File: config.mk
export PLATFORM = sky130hd
export DESIGN_NAME = seg_bcd_feeder
export DESIGN_NICKNAME = d
export VERILOG_FILES = /design/src/rtl/seg_bcd_feeder.sv
export SDC_FILE = /design/constraint.sdc
export NUM_CORES = 1
export LEC_CHECK = 0
export CORE_MARGIN = 5
export CORE_UTILIZATION = 50
export CTS_CLUSTER_DIAMETER = 50
export CTS_CLUSTER_SIZE = 30
export DETAILED_ROUTE_END_ITERATION = 7
export GPL_TIMING_DRIVEN = 0
export HOLD_SLACK_MARGIN = 0.12
export PLACE_DENSITY = 0.68
export SKIP_CTS_REPAIR_TIMING = 1
export SLEW_MARGIN = 20
export SYNTH_ARGS = -nofsm -noshare
export SYNTH_HDL_FRONTEND = slang
export SYNTH_SLANG_ARGS = --single-unit
File: constraint.sdc
create_clock -name clk -period 5.3 [get_ports clk]
set_input_delay 1.06 -clock clk [delete_from_list [all_inputs] [get_ports clk]]
set_output_delay 1.06 -clock clk [all_outputs]
set_load 0.01 [all_outputs]
File: src/rtl/seg_bcd_feeder.sv
// Binary-to-BCD feeder for the 4-digit seven-segment scanner (sequential double-dabble).
// Optional macro SEG_HEX_BYPASS_EN adds a hex_mode input that shows raw wdata unconverted.
module seg_bcd_feeder #(
  parameter int          BIN_W    = 14,
  parameter int          MAX_VAL  = 9999,
  parameter logic [15:0] ERR_WORD = 16'hEEEE
) (
  input  logic        clk,
  input  logic        rst,
  input  logic        wen,
  input  logic [15:0] wdata,
  output logic [15:0] ledwdata,
  output logic        LEDCtrl,
  output logic        busy
`ifdef SEG_HEX_BYPASS_EN
  ,
  input  logic        hex_mode
`endif
);

  localparam int                 CNT_W    = (BIN_W > 1) ? $clog2(BIN_W) : 1;
  localparam logic [CNT_W-1:0]   CNT_LAST = CNT_W'(BIN_W - 1);
  localparam logic [15:0]        MAX_WORD = 16'(MAX_VAL);

  typedef enum logic [1:0] {
    IDLE  = 2'd0,
    SHIFT = 2'd1,
    EMIT  = 2'd2
  } state_t;

  state_t             state_reg, state_next;
  logic [BIN_W-1:0]   bin_reg, bin_next;
  logic [15:0]        bcd_reg, bcd_next;
  logic [CNT_W-1:0]   cnt_reg, cnt_next;
  logic               pend_reg, pend_next;
  logic [15:0]        pend_data_reg, pend_data_next;
  logic [15:0]        led_word_reg, led_word_next;
  logic               led_ctrl_reg, led_ctrl_next;
`ifdef SEG_HEX_BYPASS_EN
  logic               pend_hex_reg, pend_hex_next;
`endif

  // Add-3 correction for the three low digits; the top digit only needs its
  // low three bits because its MSB is shifted out.
  logic [11:0] low_adj;
  logic [2:0]  top_adj;
  logic [15:0] bcd_shift;

  genvar gi;
  generate
    for (gi = 0; gi < 3; gi++) begin : g_adj
      assign low_adj[gi*4 +: 4] = (bcd_reg[gi*4 +: 4] >= 4'd5) ?
                                  bcd_reg[gi*4 +: 4] + 4'd3 : bcd_reg[gi*4 +: 4];
    end
  endgenerate

  assign top_adj   = (bcd_reg[15:12] >= 4'd5) ? bcd_reg[14:12] + 3'd3 : bcd_reg[14:12];
  assign bcd_shift = {top_adj, low_adj, bin_reg[BIN_W-1]};

  // Start source: a live write always beats the pending buffer.
  logic        src_valid;
  logic [15:0] src_data;
  logic        src_hex;
  logic        src_imm;
  logic        defer;
  logic        start;

  always_comb begin
    src_valid = 1'b0;
    if (state_reg == IDLE)
      src_valid = wen;
    else if (state_reg == EMIT)
      src_valid = wen | pend_reg;
    src_data = wen ? wdata : pend_data_reg;
`ifdef SEG_HEX_BYPASS_EN
    src_hex = wen ? hex_mode : pend_hex_reg;
`else
    src_hex = 1'b0;
`endif
    src_imm = src_hex | (src_data > MAX_WORD);
    // An immediate result right behind a strobe would make LEDCtrl high two
    // cycles running, so it is parked for one EMIT cycle instead.
    defer   = (state_reg == EMIT) & src_valid & src_imm & led_ctrl_reg;
    start   = src_valid & ~defer;
  end

  always_ff @(posedge clk or negedge rst) begin
    if (!rst) begin
      state_reg     <= IDLE;
      bin_reg       <= '0;
      bcd_reg       <= '0;
      cnt_reg       <= '0;
      pend_reg      <= 1'b0;
      pend_data_reg <= '0;
      led_word_reg  <= '0;
      led_ctrl_reg  <= 1'b0;
`ifdef SEG_HEX_BYPASS_EN
      pend_hex_reg  <= 1'b0;
`endif
    end else begin
      state_reg     <= state_next;
      bin_reg       <= bin_next;
      bcd_reg       <= bcd_next;
      cnt_reg       <= cnt_next;
      pend_reg      <= pend_next;
      pend_data_reg <= pend_data_next;
      led_word_reg  <= led_word_next;
      led_ctrl_reg  <= led_ctrl_next;
`ifdef SEG_HEX_BYPASS_EN
      pend_hex_reg  <= pend_hex_next;
`endif
    end
  end

  always_comb begin
    state_next = state_reg;
    case (state_reg)
      IDLE: begin
        if (start)
          state_next = src_imm ? EMIT : SHIFT;
      end
      SHIFT: begin
        if (cnt_reg == CNT_LAST)
          state_next = EMIT;
      end
      EMIT: begin
        if (defer)
          state_next = EMIT;
        else if (start)
          state_next = src_imm ? EMIT : SHIFT;
        else
          state_next = IDLE;
      end
      default: state_next = IDLE;
    endcase
  end

  always_comb begin
    bin_next       = bin_reg;
    bcd_next       = bcd_reg;
    cnt_next       = cnt_reg;
    pend_next      = pend_reg;
    pend_data_next = pend_data_reg;
    led_word_next  = led_word_reg;
    led_ctrl_next  = 1'b0;
`ifdef SEG_HEX_BYPASS_EN
    pend_hex_next  = pend_hex_reg;
`endif

    if (start) begin
      if (src_imm) begin
        led_word_next = src_hex ? src_data : ERR_WORD;
        led_ctrl_next = 1'b1;
      end else begin
        bin_next = src_data[BIN_W-1:0];
        bcd_next = '0;
        cnt_next = '0;
      end
      // Either the pending value was consumed or a newer write superseded it.
      pend_next = 1'b0;
    end

    if (state_reg == SHIFT) begin
      bin_next = bin_reg << 1;
      bcd_next = bcd_shift;
      cnt_next = cnt_reg + 1'b1;
      if (cnt_reg == CNT_LAST) begin
        led_word_next = bcd_shift;
        led_ctrl_next = 1'b1;
      end
    end

    if ((state_reg == SHIFT && wen) || defer) begin
      pend_next      = 1'b1;
      pend_data_next = src_data;
`ifdef SEG_HEX_BYPASS_EN
      pend_hex_next  = src_hex;
`endif
    end
  end

  assign ledwdata = led_word_reg;
  assign LEDCtrl  = led_ctrl_reg;
  assign busy     = (state_reg != IDLE) | pend_reg;

endmodule

==> impl_results.md <==
* Maximum clock frequency at a little over 300 MHz
* Die ar. at roughly 9300 um^2
* Clock Tree Buf Depth at 2
* Gr usage total at 20.2%
* Most common flop cell mapped by yosys: dfrtp_1
* Sw Ratio at 35.3%
* Pwr/cell area at around 500 nW/um^2
* Post-synth EDFFs at 0
* Starting Density at 51.5%
* Cell Int Power at ~1.5 mW
* Vias per std cell at between 5 and 6
* Syn Area/Cell at about 12 um^2
* Remaining global-route overflow at 0
* Reg area at roughly 1800 um^2
* Setup-failing EPs final at 0
* Die X at around 96 um
* Post-DP Area at about 4200 um^2
* CTS Buf Count at 9
* Rel. slew slack at 55.3%
* Worst hold path class: reg2reg
* Initial antenna violation count at 0
* Die Y-Extent at about 96 um
* Cell Area, Synth at approximately 3700 um^2
* Worst setup EP type: flop
* Worst-Skew Late Latency at around 0.35 ns
* Crit-path max FO at 10
* Multi-input gate area at roughly 1800 um^2
* Tmin final at approximately 3.2 ns
* Core Box Area at ~7300 um^2
* Leak pwr at around 1.9 nW
* Period utilization at approximately three fifths
* Area contributors post-synth: dfrtp_1, mux2_2, a21oi_4
* Fraction of layout instances using a drive strength above 1 at 21.9%
* Hold Crit Depth at 1
* Top-count cell post-synth: dfrtp_1
* DRT iter0 DRCs at between 150 and 200
* Worst Setup Start Kind: primary input
* Net Count, Synth at 350
* Syn-to-layout area delta at 19.7%
* Netlist cell types at 53
* Synth async-reset ratio at 100%
* Num ports at 37
* Design area at 4470 um^2
* Clk sinks at 70
* Max Slew Vio Count at 0
* Final hold vios at 0
* Drt total wl at a little over 8000 um
* Share of the synthesized area in the top cell type at between 40% and 50%
* Placer Congestion at about 0.79
* Worst Path Arrival at about 3.4 ns
* CTS H-tree lvls at 3
* Fillers at around 630
* WS Path Type: in2reg
* Syn. warnings at 0
* Status: finished clean
* Setup WS post-layout at approximately 2.1 ns
* FF+latch count, synth at 70
* Sequential-to-total area share from yosys stat at between 40% and 50%
* Clock root cell: clkbuf_8
* Setup TNS at 0 ns
* Synth area leader: dfrtp_1
* WP data required at roughly 5.5 ns
* Vias in the first global route at about 2800
* Final HPWL DP at 5850 um
* Detailed-route DRC error count at 0
* Antenna diodes at 0
* IO Port Bufs at 36
* VDD IR max at around 0.28 mV
* Sequential Power Share at 37.8%
* Global-route wire length before repair at approximately 14000 um
* Worst slew pin tran at roughly 0.67 ns
* WL/cell at roughly 17 um
* Vias after detailed routing at around 2700
* Syn Inst Count at around 320
* CTS tree: done
* Pin count of the biggest net entering global routing at 42
* Comb pwr share at 40.2%
* Skew final at between 0.01 and 0.015 ns
* Max-Cap Viols at 0
* Rows at 31
* 1st-pass router iterations at 4
* Clock Pin Slew Worst Setup and Hold Paths at ~0.070 ns
* Synth cell count leaders: dfrtp_1, nor2_1, nand2_1, mux2_2
* Post-route ant nets at 0
* Net Sw Power at around 0.81 mW
* Fin nets at approximately 400
* Pre-CTS setup slack at roughly 1.8 ns
* Clock share of power at 22.0%
* Unrepaired setup endpoints after global routing: no
* R2R depth at 7
-- area by class of cell --
type	instances	area share, %
inverter	12	1.01
sequential	70	39.2
clock buffer	13	3.78
timing repair buffer	37	8.46
multi-input combinational	220	40.3
clock inverter	3	1.46
buffer	19	3.05
tap	99	2.77
-- metrics by stage --
| stage | hold slack, ns | instances | power (mW) | utilization, % |
|---|---|---|---|---|
| after detailed placement | 0.479 | 457 | 1.79 | 58.4 |
| after CTS | 0.497 | 473 | 2.31 | 61.6 |
| after floorplan | 0.457 | 321 | 1.55 | - |
| after global routing | 0.522 | 473 | 2.45 | 61.6 |
| after global placement | 0.469 | 456 | 1.76 | 58.1 |
| final | 0.498 | 473 | 2.29 | 61.6 |
-- power groups by stage --
stage | clock, mW | sequential [mW] | combinational (mW)
finish | 0.503 | 0.865 | 0.921
global route | 0.539 | 0.891 | 1.02
CTS | 0.513 | 0.863 | 0.931
detailed placement | 0 | 0.870 | 0.922
global placement | 0 | 0.866 | 0.896
floorplan | 0 | 0.835 | 0.716
-- critical path, cell delays in order --
cell and delay (ns):
clkdlybuf4s50_1 0.56, buf_6 0.18, a21oi_1 0.07, or2_1 0.32
o31ai_1 0.51, buf_2 0.34, nor2_4 0.11, mux2_2 0.28
-- kinds of logic (layout without fill, tap and decap cells) --
logic type	after synthesis	in the layout	share of synthesized area [%]
buffers and inverters	31	84	4.86
xor gates and xnor gates	5	5	1.17
muxes	35	35	10.9
DFF	70	70	46.9
AOI/OAI and AO/OA	75	75	19.3
adders and majority gates	10	10	3.35
and+or+nand+nor	95	95	13.5
-- layer usage --
| layer | vias to the layer above | part of all wire, % | global-route usage, % |
|---|---|---|---|
| met5 | - | 0 | 0 |
| met1 | 1323 | 46 | 27.0 |
| li1 | 1266 | - | - |
| met2 | 63 | 48 | 32.5 |
| met3 | 8 | 4.8 | 4.49 |
| met4 | 0 | 1.0 | 6.66 |
-- final timing paths --
path                             startpoint               end  slack, ns
min in group asynchronous               rst       bcd_reg[11]       0.64
setup reg to reg               state_reg[0]       ledwdata[9]       2.99
hold / removal             pend_data_reg[0]  pend_data_reg[0]       0.50
max in group asynchronous               rst        bin_reg[8]       4.10
hold reg to reg            pend_data_reg[0]  pend_data_reg[0]       0.50
setup / recovery                        wen        cnt_reg[0]       2.09
-- placed cells by master, fill, tap and decap left out, types with 4 or more instances in the layout --
master / count
dfrtp_1: 70
clkdlybuf4s50_1: 35
nor2_1: 30
nand2_1: 18
mux2_2: 14
inv_1: 12
or3_1: 12
clkbuf_8: 12
a21oi_1: 11
mux2i_1: 10
a22o_1: 10
clkbuf_1: 10
o221a_2: 10
ha_1: 10
a21oi_4: 9
o32ai_1: 7
mux2_4: 7
buf_6: 6
nand3_1: 6
nand2b_1: 5
xnor2_1: 4
o21ai_0: 4
nor3b_1: 4
a31o_2: 4
mux2_1: 4
Power figures use the tool's default switching activity.
==> RTL edit 1, RTL diff (config.mk and constraints unchanged) <==
Make the reset (`rst`) synchronous in one clocked block.
--- a/src/rtl/seg_bcd_feeder.sv
+++ b/src/rtl/seg_bcd_feeder.sv
@@ -84,7 +84,7 @@
     start   = src_valid & ~defer;
   end
 
-  always_ff @(posedge clk or negedge rst) begin
+  always_ff @(posedge clk) begin
     if (!rst) begin
       state_reg     <= IDLE;
       bin_reg       <= '0;
Function: differs if rst is asserted again (counterexample within 4 cycles, from zero or initial values and one cycle with rst low); with rst held inactive, the same outputs for 10 cycles.
==> RTL edit 1 against the unedited design <==
Routed wire length is 2.4% higher. Setup slack better by 0.38 ns. Non-clock buffer count increased by 7. Sequential cell count stayed put. Synthesized area decreased by 7.3%. Cell area down 8.0%. Register-to-register slack better by 0.24 ns. Highest routed layer unchanged.
Power is not compared: it rests on default switching activity, and its combinational part moved more than twofold at a synthesized area within 25%.
==> RTL edit 1: results (changes against the unedited design) <==
stage	metric	value	unit	change
setup_path	reg2regPathDepth	6		-1
synthesis	ys_types	50		-5.7%
timing	slew_headroom	52.0	%	-3.3 points
detailed_routing	wl	8.31	mm	+2.4%
synthesis	synth.area.mux_share	10.3	%	-0.62 points
synthesis	synth_xor_xnor_area_share	1.27	%	+0.093 points
global_routing	grtUsageMet3	5.55	%	+1.1 points
worst_hold_path	min_from	pend_data_reg[3]		
layout	multi_input_cells	270		+23%
synthesis	synth_area_leaders	dfxtp_1, mux2i_1, nand2_1, mux2_2, ha_1		
setup_path	crit_path_end	bcd_reg[14]		
detailed_routing	drtIter0Drc	191		-0.52%
global_routing	grt_first_pass_wirelength	13.9	mm	-1.3%
setup_path	slowest_delay	0.59	ns	+0.03 ns
global_routing	grtUsageMet1	27.5	%	+0.49 points
worst_hold_path	holdPathEnd	pend_data_reg[3]		
layout	fin_cells	507		+7.2%
placement	dpl-instance-area	0.00392	mm²	-7.4%
layout	bufAreaShareNonClock	12.6	%	+1.1 points
timing	holdWs	0.462	ns	-0.0360 ns
placement	place_ws	2.11	ns	+0.340 ns
global_routing	grt_pass1_vias	2824		+1.0%
global_routing	grt_max_degree	12		-71%
synthesis	synthTopCellsByCount	dfxtp_1, nand2_1, a21oi_1, mux2i_1, o21ai_0		
detailed_routing	dr_total_vias	2920		+9.8%
setup_path	r2r-start	cnt_reg[0]		
layout	register_area	0.00140	mm²	-20%
setup_path	cp.arrival	3.13	ns	-0.31 ns
worst_hold_path	whs_path_depth	2		+1
power	p_sw	0.295	mW	
layout	clock_tree_area_fraction	4.63	%	-0.61 points
global_routing	met2_usage	32.3	%	-0.22 points
synthesis	synth_area_per_cell	9.20	µm²	-21%
synthesis	ys_seq_area_share	40.5	%	-6.4 points
layout	inv_count	9		-3
timing	finClkSkew	0.00817	ns	-0.00440 ns
setup_path	r2r_slack	3.23	ns	+0.24 ns
layout	clkbuf_count	12		-1
layout	drive_gt1_share	13.1	%	-8.8 points
setup_path	reg2reg_to	ledwdata[11]		
synthesis	syn-num-nets	405		+16%
timing	fin_crit	2.83	ns	-0.378 ns
placement	gp_congestion	0.819		+3.1%
layout	buffers	63		+13%
synthesis	async_flop_share	0	%	-100 points
layout	multi_input_area_share	45.4	%	+5.2 points
layout	fill_cells	603		-4.0%
die	die_w	93.2	µm	-3.3%
placement	dp_hpwl	5.97	mm	+2.2%
placement	place_inst	492		+7.7%
run_status	outcome	finished, final reports clean		
layout	design_area	0.00411	mm²	-8.0%
RTL edit 1: cell types whose count changed in the layout (fill, tap and decap cells not counted), sizes merged, moves of 11 or more:
cell,unedited run,this run
mux2i,10,21
dfxtp,0,70
o31ai,1,12
nor2,31,15
nand2,18,50
dfrtp,70,0
mux2,25,13
o21ai,7,19
or3,12,1
RTL edit 1: power groups by stage:
stage / clock network, mW / registers [mW] / logic (mW)
final: 0.431 / 0.557 / 0.151
after global routing: 0.462 / 0.559 / 0.164
after CTS: 0.438 / 0.557 / 0.152
after detailed placement: 0 / 0.569 / 0.151
after global placement: 0 / 0.568 / 0.149
after floorplan: 0 / 0.571 / 0.0868
RTL edit 1: cells by family (layout without fill, tap and decap cells):
logic type | count (synthesis) | after routing
AND/OR/NAND/NOR | 119 | 119
buffers and inverters | 36 | 87
adder cells (fa/ha/maj) | 10 | 10
AO/OA/AOI/OAI | 102 | 102
XOR/XNOR | 5 | 5
flip-flops | 70 | 70
multiplexers | 34 | 34
==> RTL edit 2, RTL diff (same flow settings) <==
Without the edit above. Add a define of `SEG_HEX_BYPASS_EN`.
--- a/src/rtl/seg_bcd_feeder.sv
+++ b/src/rtl/seg_bcd_feeder.sv
@@ -1,5 +1,7 @@
 // Binary-to-BCD feeder for the 4-digit seven-segment scanner (sequential double-dabble).
 // Optional macro SEG_HEX_BYPASS_EN adds a hex_mode input that shows raw wdata unconverted.
+`define SEG_HEX_BYPASS_EN
+
 module seg_bcd_feeder #(
   parameter int          BIN_W    = 14,
   parameter int          MAX_VAL  = 9999,
Ports: changed (added hex_mode); port bits go from 37 to 38. The function was not compared with the original's and may differ.
==> RTL edit 2 against the unedited design <==
Sequential share of layout area is 2.2 points higher. Routed wire length grew 7.4%. Worst hold slack better by 0.0028 ns. Power about the same. Register-to-register slack got worse by 0.05 ns. Non-clock buffer count grew 1. Cell area shrank 3.9%. Synthesized area decreased by 2.6%. Fmax is 4.8% lower. Sequential cell count is 1 higher. Combinational power up 9.7%. Final cell count up 5.7%. Setup slack got worse by 0.16 ns. Critical endpoint is now bcd_reg[3].
==> RTL edit 2: results (changes against the unedited design) <==
stage	metric	value	unit	change
run_status	outcome	finished, final reports clean		
cts	clkTransAtPathRegs	0.07	ns	about the same
synthesis	synth_xor_xnor_area_share	1.93	%	+0.75 points
placement	gp_congestion	0.865		+8.8%
detailed_routing	ant_nets	0		unchanged
synthesis	ys.flop_type	dfrtp_1		
setup_path	reg2regPathDepth	6		-1
global_routing	antenna_found_initial	0		unchanged
synthesis	synth_area_leaders	dfrtp_1, mux2i_1, inv_1, ha_1, a222oi_1		
synthesis	ys_seq_area_share	48.9	%	+1.9 points
layout	final_nets	428		+7.5%
setup_path	worst_path_max_delay_cell	clkdlybuf4s50_1		
global_routing	met2_usage	31.2	%	-1.3 points
layout	n_antenna_cell	0		unchanged
worst_hold_path	hp-class	flip-flop to flip-flop		
detailed_routing	drtIter0Drc	213		+11%
global_routing	gr-usage-all-layers	21.0	%	+0.83 points
cts	cts.path.max_buffers	2		unchanged
placement	numPortBuffers	37		+2.8%
placement	dp_hpwl	6.31	mm	+7.9%
layout	fill_cells	608		-3.2%
global_routing	grtUsageMet1	29.5	%	+2.4 points
setup_path	r2r_slack	2.94	ns	-0.05 ns
timing	finClkSkew	0.00724	ns	-0.00533 ns
setup_path	path_max_fanout	10		unchanged
power	vdd_ir_drop_max	0.314	mV	+14%
detailed_routing	first_pass_iters	5		+1
layout	drive_gt1_share	8.73	%	-13 points
global_routing	grtUsageMet3	4.50	%	+0.0062 points
global_routing	grt_pass1_vias	2854		+2.1%
cts	ctsRootBufferMaster	clkbuf_8		
detailed_routing	wl	8.72	mm	+7.4%
detailed_routing	via_per_inst	5.78		+2.7%
synthesis	ys_types	43		-19%
synthesis	async_flop_share	100	%	unchanged
global_routing	grt_max_degree	37		-12%
synthesis	synthTopCellsByCount	dfrtp_1, inv_1, mux2i_1		
placement	place_ws	1.55	ns	-0.218 ns
cts	cts_made_buffers	9		unchanged
setup_path	cp.arrival	3.59	ns	+0.15 ns
synthesis	synth.area.mux_share	10.0	%	-0.88 points
setup_path	reg2reg_to	bcd_reg[3]		
setup_path	startpoint	wen		
timing	setup_slack	1.93	ns	-0.161 ns
global_routing	grt_first_pass_wirelength	14.3	mm	+1.3%
synthesis	synth_compound_area_share	16.8	%	-2.5 points
setup_path	critical_path.top_delay_family	compound AO/OA/AOI/OAI gates		
synthesis	synth_fa_ha_area_share	3.44	%	+0.089 points
setup_path	worstSetupPathType	input port to flip-flop		
power	p_leak	2.14	nW	+15%
setup_path	slowest_delay	0.59	ns	+0.03 ns
setup_path	r2r-start	pend_data_reg[13]		
synthesis	ys_warn_count	0		unchanged
cts	clock_latency	0.34	ns	
worst_hold_path	min_from	cnt_reg[3]		
synthesis	syn-num-nets	379		+8.3%
timing	slew_headroom	57.8	%	+2.6 points
## RTL edit 2: cells by family (layout without fill, tap and decap cells)
logic type               Yosys count  in the layout
buffers and inverters             69            121
flip-flops                        71             71
multiplexers                      36             36
XOR/XNOR                           8              8
AO/OA/AOI/OAI                     77             77
adder cells (fa/ha/maj)           10             10
AND/OR/NAND/NOR                   78             78
## RTL edit 2: layer usage
layer  part of all wire [%]  up-vias
li1                       -     1344
met1                     46     1417
met2                     45      113
met3                    6.7       15
met4                    1.8        0
met5                      0        -
## RTL edit 2: how the worst min path moves through the flow
stage	endpoint	slack, ns	cells after the start
finish	cnt_reg[3]	0.50	1
floorplan	cnt_reg[3]	0.43	1
CTS	cnt_reg[3]	0.48	1
global route	cnt_reg[3]	0.54	1
detailed placement	cnt_reg[3]	0.47	1
global placement	cnt_reg[3]	0.45	1
## RTL edit 2: area by class of cell
class | count | area share, %
inverters | 50 | 4.37
plain buffers | 19 | 2.56
clock buffers | 12 | 3.15
repair buffers | 38 | 9.04
flip-flops and latches | 71 | 41.4
well taps | 99 | 2.89
multi-input cells | 209 | 36.4
clock inverters | 2 | 0.233
## RTL edit 2: stage by stage
step | utilization [%] | power, mW | hold WS, ns | cell area, µm² | cells
after floorplan | - | 1.58 | 0.431 | 3640 | 349
after global placement | 57.6 | 1.91 | 0.451 | 4130 | 485
after detailed placement | 57.8 | 1.95 | 0.472 | 4150 | 486
after CTS | 59.8 | 2.30 | 0.482 | 4290 | 500
after global routing | 59.8 | 2.46 | 0.539 | 4290 | 500
final | 59.8 | 2.29 | 0.501 | 4290 | 500
## RTL edit 2: where the power goes
group | switching [mW] | leakage, nW | internal, mW
sequential | 0.166 | 0.838 | 0.770
clock | 0.185 | 0.0761 | 0.164
combinational | 0.549 | 1.23 | 0.457
